<file path="config.mk">
export PLATFORM = sky130hd
export DESIGN_NAME = note_sequencer
export DESIGN_NICKNAME = d
export VERILOG_FILES = /design/src/rtl/note_sequencer_pkg.sv /design/src/rtl/note_sequencer.sv
export SDC_FILE = /design/constraint.sdc
export NUM_CORES = 1
export LEC_CHECK = 0
export ABC_AREA = 1
export BUFFER_PORTS_ARGS = -buffer_cell sky130_fd_sc_hd__buf_2
export CAP_MARGIN = 20
export CORE_ASPECT_RATIO = 0.75
export CORE_MARGIN = 3
export CORE_UTILIZATION = 45
export CTS_CLUSTER_SIZE = 14
export DETAILED_ROUTE_END_ITERATION = 10
export GPL_ROUTABILITY_DRIVEN = 0
export HOLD_SLACK_MARGIN = 0.08
export PLACE_DENSITY_LB_ADDON = 0.1
export SYNTH_ARGS = -nofsm -noshare
export SYNTH_HDL_FRONTEND = slang
export SYNTH_SLANG_ARGS = --single-unit
export TNS_END_PERCENT = 50
</file>
<file path="constraint.sdc">
create_clock -name clk_i -period 2.15 [get_ports clk_i]
set_input_delay 0.1075 -clock clk_i [delete_from_list [all_inputs] [get_ports clk_i]]
set_output_delay 0.1075 -clock clk_i [all_outputs]
set_load 0.02 [all_outputs]
</file>
<file path="src/rtl/note_sequencer_pkg.sv">
`default_nettype none
// ----------------------------------------------------------------------------
// note_sequencer_pkg: state codes, song-word field layout, word decoder. Rev 1.0
// ----------------------------------------------------------------------------
package note_sequencer_pkg;

  localparam int STATE_W = 3;
  localparam logic [STATE_W-1:0] ST_IDLE  = 3'd0;
  localparam logic [STATE_W-1:0] ST_FETCH = 3'd1;
  localparam logic [STATE_W-1:0] ST_LOAD  = 3'd2;
  localparam logic [STATE_W-1:0] ST_PLAY  = 3'd3;
  localparam logic [STATE_W-1:0] ST_DONE  = 3'd4;

  localparam int END_BIT = 27;
  localparam int NOTE_HI = 26;
  localparam int NOTE_LO = 21;
  localparam int DUR_HI  = 20;
  localparam int DUR_LO  = 15;
  localparam int AMP_HI  = 14;
  localparam int AMP_LO  = 12;
  localparam int ATK_HI  = 11;
  localparam int ATK_LO  = 6;
  localparam int DEC_HI  = 5;
  localparam int DEC_LO  = 0;

  localparam logic [5:0] NOTE_REST = 6'd0;

  typedef struct packed {
    logic [5:0] note;
    logic [5:0] dur;
    logic [2:0] amp;
    logic [5:0] atk;
    logic [5:0] dec;
  } note_fields_t;

  function automatic note_fields_t unpack_word(input logic [END_BIT:0] word);
    note_fields_t f;
    f.note = word[NOTE_HI:NOTE_LO];
    f.dur  = word[DUR_HI:DUR_LO];
    f.amp  = word[AMP_HI:AMP_LO];
    f.atk  = word[ATK_HI:ATK_LO];
    f.dec  = word[DEC_HI:DEC_LO];
    return f;
  endfunction

endpackage
`default_nettype wire

</file>
<file path="src/rtl/note_sequencer.sv">
`default_nettype none
// ----------------------------------------------------------------------------
// note_sequencer: walks the song ROM and holds each decoded note for its beats. Rev 1.0
// ----------------------------------------------------------------------------
module note_sequencer
  import note_sequencer_pkg::*;
#(
  parameter int ADDR_W = 7,
  parameter int DATA_W = 28
) (
  input  logic              clk_i,
  input  logic              reset_i,
  input  logic              play_i,
  input  logic              beat_i,
  output logic [ADDR_W-1:0] song_addr_o,
  input  logic [DATA_W-1:0] song_data_i,
  output logic [5:0]        note_o,
  output logic [5:0]        duration_o,
  output logic [2:0]        amplitude_o,
  output logic [5:0]        attack_o,
  output logic [5:0]        decay_o,
  output logic              new_note_o,
  output logic              song_done_o,
  output logic              busy_o
);

  localparam logic [ADDR_W-1:0] ADDR_ONE = {{(ADDR_W-1){1'b0}}, 1'b1};

  logic [STATE_W-1:0] state_q, state_d;
  logic [ADDR_W-1:0]  addr_q, addr_d;
  note_fields_t       fields_q, fields_d;
  logic [5:0]         cnt_q, cnt_d;
  logic               new_note_q, new_note_d;
  logic               song_done_q, song_done_d;
  logic               busy_q, busy_d;

  note_fields_t w_word;
  logic         w_word_end;
  logic [5:0]   w_dur_m1;

  assign w_word     = unpack_word(song_data_i[END_BIT:0]);
  assign w_word_end = song_data_i[END_BIT];
  // Skipped words never reach PLAY, so dur is at least 1 here and cannot underflow.
  assign w_dur_m1   = fields_q.dur - 6'd1;

  always_ff @(posedge clk_i or posedge reset_i) begin
    if (reset_i) begin
      state_q     <= ST_IDLE;
      addr_q      <= '0;
      fields_q    <= '0;
      cnt_q       <= '0;
      new_note_q  <= 1'b0;
      song_done_q <= 1'b0;
      busy_q      <= 1'b0;
    end else begin
      state_q     <= state_d;
      addr_q      <= addr_d;
      fields_q    <= fields_d;
      cnt_q       <= cnt_d;
      new_note_q  <= new_note_d;
      song_done_q <= song_done_d;
      busy_q      <= busy_d;
    end
  end

  always_comb begin
    state_d  = state_q;
    addr_d   = addr_q;
    fields_d = fields_q;
    cnt_d    = cnt_q;
    case (state_q)
      ST_IDLE: begin
        if (play_i) state_d = ST_FETCH;
      end
      ST_FETCH: begin
        state_d = ST_LOAD;
      end
      ST_LOAD: begin
        if (w_word_end) begin
          addr_d  = '0;
          state_d = ST_DONE;
        end else if (w_word.dur == 6'd0) begin
          addr_d  = addr_q + ADDR_ONE;
          state_d = ST_FETCH;
        end else begin
          fields_d = w_word;
          cnt_d    = '0;
          state_d  = ST_PLAY;
        end
      end
      ST_PLAY: begin
        // Pause (play low) freezes the count and ignores beats.
        if (play_i && beat_i) begin
          if (cnt_q == w_dur_m1) begin
            addr_d  = addr_q + ADDR_ONE;
            state_d = ST_FETCH;
          end else begin
            cnt_d = cnt_q + 6'd1;
          end
        end
      end
      ST_DONE: begin
        addr_d = '0;
        if (!play_i) state_d = ST_IDLE;
      end
      default: begin
        state_d = ST_IDLE;
      end
    endcase
  end

  always_comb begin
    new_note_d  = (state_q == ST_LOAD) && !w_word_end && (w_word.dur != 6'd0) &&
                  (w_word.note != NOTE_REST);
    song_done_d = (state_q == ST_LOAD) && w_word_end;
    busy_d      = (state_d == ST_FETCH) || (state_d == ST_LOAD) || (state_d == ST_PLAY);
  end

  assign song_addr_o = addr_q;
  assign note_o      = fields_q.note;
  assign duration_o  = fields_q.dur;
  assign amplitude_o = fields_q.amp;
  assign attack_o    = fields_q.atk;
  assign decay_o     = fields_q.dec;
  assign new_note_o  = new_note_q;
  assign song_done_o = song_done_q;
  assign busy_o      = busy_q;

endmodule
`default_nettype wire

</file>
==> flow_summary.json, run 1 <==
{
  "run_status": "finished, final reports clean",
  "holdPathEnd": "song_done_o",
  "grt_pass1_vias": 2273,
  "grt_pass1_wl_um": 10400,
  "fill_cells": 475,
  "vias": 2356,
  "comb_power_share_pct": 49.5,
  "drt_wl_total_um": 5920,
  "grt_start_max_net_pins": 31,
  "io_buffers": 68,
  "worst_pin_slew_ns": 0.603,
  "drive_above_1_share_pct": 23.2,
  "syn_avg_cell_area_sq_um": 7.62,
  "fp-row-count": 22,
  "cp-end-kind": "flip-flop",
  "start_util_pct": 48.3,
  "clkTransAtPathRegs_ns": 0.09,
  "finalMaxSlewViolations": 0,
  "holdPathStages": 3,
  "worstReg2RegStart": "duration_o[0]",
  "r2r-end": "song_addr_o[5]",
  "clockBufferDepth": 2,
  "synthTopCellsByArea": "dfrtp_1 47%, nand2_1 21%, nand3_1 5.7%",
  "clkPwrFrac_pct": 15.8,
  "min_period_ns": 1.81,
  "htreeDepth": 2,
  "cp.arrival_ns": 2.01,
  "dieWidth_um": 91.1,
  "p_sw_share_pct": 46.1,
  "finClkSkew_ns": 0.00259,
  "synth_top_cell_by_area": "dfrtp_1",
  "fin_nets": 456,
  "path_class": "flip-flop to flip-flop",
  "cts_buffers": 5,
  "setup_tns_ns": 0,
  "dp_hpwl_um": 4270,
  "max_freq_mhz": 553,
  "async_flop_share_pct": 100,
  "drt_first_pass_iters": 4,
  "synth_top_area_share_pct": 47.1,
  "grt_setup_unrepaired": "false",
  "drc": 0,
  "wl_per_cell_um": 12.0,
  "clkSinkCount": 46,
  "power.internal_w": 0.00220,
  "post-route-period-util_pct": 84.2,
  "r2r_cells": 13,
  "final_antenna_net_count": 0,
  "antenna_found_initial": 0,
  "slew_headroom_pct": 59.7,
  "core_sq_um": 5060,
  "critPathMaxFanout": 10,
  "p_leak_nw": 1.84,
  "cts_setup_buffers": 0,
  "placed_area_sq_um": 2860,
  "synth_edf_count": 0,
  "die_y_um": 69.8,
  "yosysWarningCount": 0,
  "diodes": 0,
  "rrSetupSlack_ns": 0.34,
  "p_sw_w": 0.00188,
  "finalSetupViolations": 0,
  "worstSkewPairLatency_ns": 0.30,
  "cts_tree": "done",
  "min_path_type": "primary input to flip-flop",
  "io_pins": 69,
  "synth_seq_cells": 46,
  "cts-root-buf": "clkbuf_8",
  "cellPowerDensity_nw_per_um2": 1250,
  "die_area_sq_um": 6360,
  "fin_area_sq_um": 3260,
  "power_frac_seq_pct": 34.7,
  "min-delay-start": "song_data_i[27]",
  "hold_viol_final": 0,
  "track_usage_pct": 19.8,
  "synthCells": 321,
  "drt_iter0_drc": 118,
  "startpoint_type": "flip-flop",
  "ir_drop_v": 0.000833,
  "synth_area_sq_um": 2440,
  "seq_area_frac_synth_pct": 47.1,
  "via_per_inst": 4.77,
  "grt_overflow": 0,
  "drv_cap": 0,
  "cts_resized": 0,
  "ys_types": 28,
  "ys.flop_type": "dfrtp_1",
  "crit_required_ns": 2.35,
  "synth_fp_nets": 356,
  "area_growth_syn_to_layout_pct": 33.2
}
-- sequential cells by signal, summed over array words and instances (netlist names) --
| signal | flops |
|---|---|
| busy_o | 1 |
| attack_o | 6 |
| decay_o | 6 |
| new_note_o | 1 |
| state_q | 3 |
| cnt_q | 6 |
| song_done_o | 1 |
| amplitude_o | 3 |
| song_addr_o | 7 |
| note_o | 6 |
| duration_o | 6 |
-- synth_stat cells (2+ instances only) --
cell type  instances
clkbuf_1           2
nor2_4             5
nand2_4            2
nand2_1          136
ha_1               3
o21ai_0            9
a21oi_1            2
nand3_1           28
dfrtp_1           46
o21ai_1            2
nor2_1            20
buf_2              3
xor2_1             7
inv_2              6
nand4_1           10
inv_1             28
-- power groups by stage --
stage | combinational [W] | clock [W] | sequential, W
floorplan | 0.00111 | 0 | 0.00174
global placement | 0.00194 | 0 | 0.00143
detailed placement | 0.00199 | 0 | 0.00143
CTS | 0.00203 | 0.000661 | 0.00141
global route | 0.00227 | 0.000702 | 0.00146
finish | 0.00202 | 0.000644 | 0.00142
-- cell usage in the layout (no fill, tap or decap) --
master           n
nand2_1        136
buf_2           68
dfrtp_1         46
dlygate4sd3_1   29
nand3_1         28
inv_1           27
nor2_1          20
nand4_1         10
o21ai_0          9
inv_2            7
xor2_1           7
nor2_4           5
clkbuf_8         5
ha_1             3
buf_4            3
nand2_4          2
o21ai_1          2
a21oi_1          2
nor2_2           1
xnor2_1          1
nand3_4          1
nand2_8          1
o21ai_2          1
o22ai_1          1
nand2_2          1
nor3_1           1
a31o_2           1
nor4_1           1
bufinv_16        1
clkbuf_1         1
clkinvlp_4       1
-- metal layers --
metal | vias up | part of all wire [%] | GRT usage, %
li1 | 1203 | - | -
met1 | 1101 | 48 | 27.3
met2 | 48 | 47 | 32.0
met3 | 4 | 4.2 | 4.88
met4 | 0 | 0.71 | 3.85
met5 | - | 0 | 0
-- worst max path at each step --
stage | end | cells after the start | from
2_1_floorplan | song_addr_o[3] | 13 | duration_o[0]
3_3_place_gp | song_addr_o[5] | 13 | duration_o[0]
3_5_place_dp | song_addr_o[5] | 13 | duration_o[0]
4_1_cts | song_addr_o[1] | 13 | duration_o[0]
5_1_grt | song_addr_o[6] | 13 | duration_o[0]
6_report | song_addr_o[5] | 13 | duration_o[0]
-- layout make-up --
type | instances | area (sq um) | area share (%)
multi-input combinational | 234 | 1120 | 34.5
clock buffer | 6 | 72.6 | 2.23
inverter | 34 | 128 | 3.92
tap | 72 | 90.1 | 2.77
timing repair buffer | 100 | 653 | 20.1
clock inverter | 2 | 37.5 | 1.15
sequential | 46 | 1150 | 35.3
-- logic make-up (layout without fill, tap and decap cells) --
group | count (synthesis) | in the layout | share of synthesized area (%)
AO/OA/AOI/OAI | 16 | 16 | 3.63
XOR/XNOR | 8 | 8 | 2.87
adder cells (fa/ha/maj) | 3 | 3 | 1.54
buffers and inverters | 41 | 142 | 6.91
flip-flops | 46 | 46 | 47.1
AND/OR/NAND/NOR | 207 | 207 | 38.0
-- worst max-delay path: stages, from the launching register on --
cell and delay [ns]:
dfrtp_1 0.41, inv_2 0.10, ha_1 0.22, inv_1 0.07, nand2_1 0.06, nand3_1 0.07, nand2_1 0.08, nand2_1 0.09
nor2_4 0.13, nand3_4 0.15, nand2_8 0.13, nand2_4 0.08, nand2_1 0.07, nand2_1 0.05
-- per-stage QoR --
step	setup slack, ns	util, %	hold slack (ns)	std cells	power, W
finish	0.340	64.3	0.238	494	0.00408
global route	0.158	64.3	0.273	494	0.00442
CTS	0.344	64.3	0.238	494	0.00411
detailed placement	0.354	56.4	0.221	457	0.00342
global placement	0.442	56.4	0.226	457	0.00337
floorplan	0.384	-	0.217	321	0.00285
-- repair_timing --
item,CTS,global route
hold endpoints to repair,57,0
setup endpoints to repair,0,0
hold buffers,29,0
Note: power is estimated with default switching activity, not from simulation.
==> run 2: changes to the inputs <==
==> constraint.sdc (replaced) <==
create_clock -name clk_i -period 1.61 [get_ports clk_i]
set_input_delay 0.0805 -clock clk_i [delete_from_list [all_inputs] [get_ports clk_i]]
set_output_delay 0.0805 -clock clk_i [all_outputs]
set_load 0.02 [all_outputs]
==> run 2 against run 1 <==
Net effect: the flow now finishes with violations (setup timing); first-iteration DRC count is 35% higher; register-to-register slack worse by 0.43 ns; critical path depth is 1 lower; critical endpoint is now cnt_q[0]; largest cell class is now multi-input combinational cells; highest routed layer unchanged.
==> flow_summary.json, run 2 (synthesis gave the netlist of run 1 again) <==
{
  "track_usage_pct": 20.2,
  "final_antenna_net_count": 0,
  "finalSetupViolations": 13,
  "cpMaxStageDelayCell": "dfrtp_2",
  "ir_drop_v": 0.000916,
  "antenna_found_initial": 0,
  "core_sq_um": 5060,
  "critPathMaxFanout": 6,
  "die_y_um": 69.8,
  "fill_cells": 445,
  "violations": "setup timing",
  "cts-root-buf": "clkbuf_8",
  "p_leak_nw": 1.89,
  "crit_top_cell": "nand2_1",
  "worst_pin_slew_ns": 0.402,
  "clkTransAtPathRegs_ns": 0.09,
  "wl_per_cell_um": 12.0,
  "dieWidth_um": 91.1,
  "cp_top_family": "simple AND/OR/NAND/NOR gates",
  "dp.cells": 467,
  "slew_headroom_pct": 73.0,
  "critPathMaxStageDelay_ns": 0.40,
  "grt_pass1_vias": 2342,
  "hold_viol_final": 0,
  "min_period_ns": 1.70,
  "io_buffers": 68,
  "crit_buf_inv": 3,
  "worstSkewPairLatency_ns": 0.30,
  "final_common_cell": "nand2_1",
  "drt_first_pass_iters": 4,
  "grt_start_max_net_pins": 47,
  "start_util_pct": 48.3,
  "io_pins": 69,
  "startpoint_type": "flip-flop",
  "grt_pass1_wl_um": 10600,
  "grt_overflow": 0,
  "final_cell_mix": "132 x nand2_1, 68 x buf_2, 44 x dfrtp_1",
  "fin_nets": 469,
  "finClkSkew_ns": 0.00878,
  "grt_setup_unrepaired": "true",
  "cts_buffers": 5,
  "dp_hpwl_um": 4250,
  "setup_ws_ns": -0.0925,
  "layoutNonFillerInstCount": 507,
  "vias": 2389,
  "drt_wl_total_um": 6100,
  "run_status": "complete, but fails checks",
  "drc": 0,
  "max_freq_mhz": 587,
  "cellPowerDensity_nw_per_um2": 1660,
  "post-route-period-util_pct": 106,
  "diodes": 0,
  "crit_required_ns": 1.80,
  "finalMaxSlewViolations": 0,
  "drive_above_1_share_pct": 27.8,
  "cp-end-kind": "flip-flop",
  "path_cells": "inv_2 -> ha_4 -> inv_2 -> nand2_2 -> nand2_1 -> nor2_1 -> nand2_1 -> nor2_4 -> nand3_4 -> buf_4 -> nand4_1 -> nand2_1",
  "clkSinkCount": 46,
  "drv_cap": 0,
  "cp.arrival_ns": 1.89,
  "die_area_sq_um": 6360,
  "min_path_type": "primary input to flip-flop",
  "dp_slack_ns": -0.0696,
  "via_per_inst": 4.71,
  "clockBufferDepth": 2,
  "htreeDepth": 2,
  "path_class": "flip-flop to flip-flop",
  "drt_iter0_drc": 159,
  "fp-row-count": 22,
  "cts_tree": "done",
  "total_power_w": 0.00564,
  "area_growth_syn_to_layout_pct": 39.1,
  "largest_register_ffs": 7
}
[run 2: changes by cell type in the layout (fill, tap and decap cells not counted), sizes merged]
| cell | previous run | this run |
|---|---|---|
| nand2 | 140 | 141 |
| clkbuf | 6 | 7 |
| bufinv | 1 | 0 |
| buf | 71 | 83 |
[run 2: layer usage]
layer	share of wire [%]	GRT usage, %	vias to the layer above
li1	-	-	1232
met1	48	27.6	1092
met2	46	32.8	58
met3	4.5	3.80	7
met4	1.2	5.52	0
met5	0	0	-
[run 2: path summary, 6_finish.rpt]
check | start | end | slack [ns] | depth (start not counted)
hold reg to reg | note_o[2] | note_o[2] | 0.48 | 2
setup reg to reg | duration_o[1] | cnt_q[0] | -0.09 | 12
min in group asynchronous | reset_i | song_addr_o[0] | 0.35 | 4
hold / removal | song_data_i[27] | song_done_o | 0.22 | 3
setup / recovery | duration_o[1] | cnt_q[0] | -0.09 | 12
max in group asynchronous | reset_i | duration_o[1] | 1.03 | 4
[run 2: power by group]
part           leakage, nW  total (W)  switching [W]  internal [W]
Combinational         1.27    0.00307        0.00194       0.00112
Clock               0.0385   0.000696       0.000388      0.000308
Sequential           0.590    0.00188       0.000300       0.00158
[run 2: worst min-delay path: cells and delay by family]
| kind | cells | cell delay, ns |
|---|---|---|
| buf+inv | 2 | 0.29 |
| simple gates | 1 | 0.09 |
[run 2: area by class of cell]
type | instances | area [sq um] | area share [%]
multi-input combinational | 235 | 1170 | 34.5
sequential | 46 | 1150 | 33.9
timing repair buffer | 112 | 768 | 22.6
inverter | 34 | 133 | 3.90
tap | 72 | 90.1 | 2.65
clock buffer | 7 | 76.3 | 2.24
clock inverter | 1 | 7.51 | 0.221
[run 2: stage by stage]
step	util (%)	instance area [sq um]	hold slack [ns]	TNS, ns
floorplan	-	2460	0.190	-0.299
global placement	58.7	2970	0.130	-0.00993
detailed placement	58.7	2970	0.133	-0.453
CTS	66.1	3350	0.0932	-0.564
global route	67.1	3400	0.260	-2.89
finish	67.1	3400	0.217	-1.05
[run 2: timing repair]
item / CTS / global route
endpoints found under the setup margin: 13 / 30
hold endpoints to repair: 74 / 1
gates resized for setup: 1 / 9
setup buffers: 0 / 2
hold buffers: 28 / 1
pin swaps: 1 / 1
gates cloned: 0 / 1
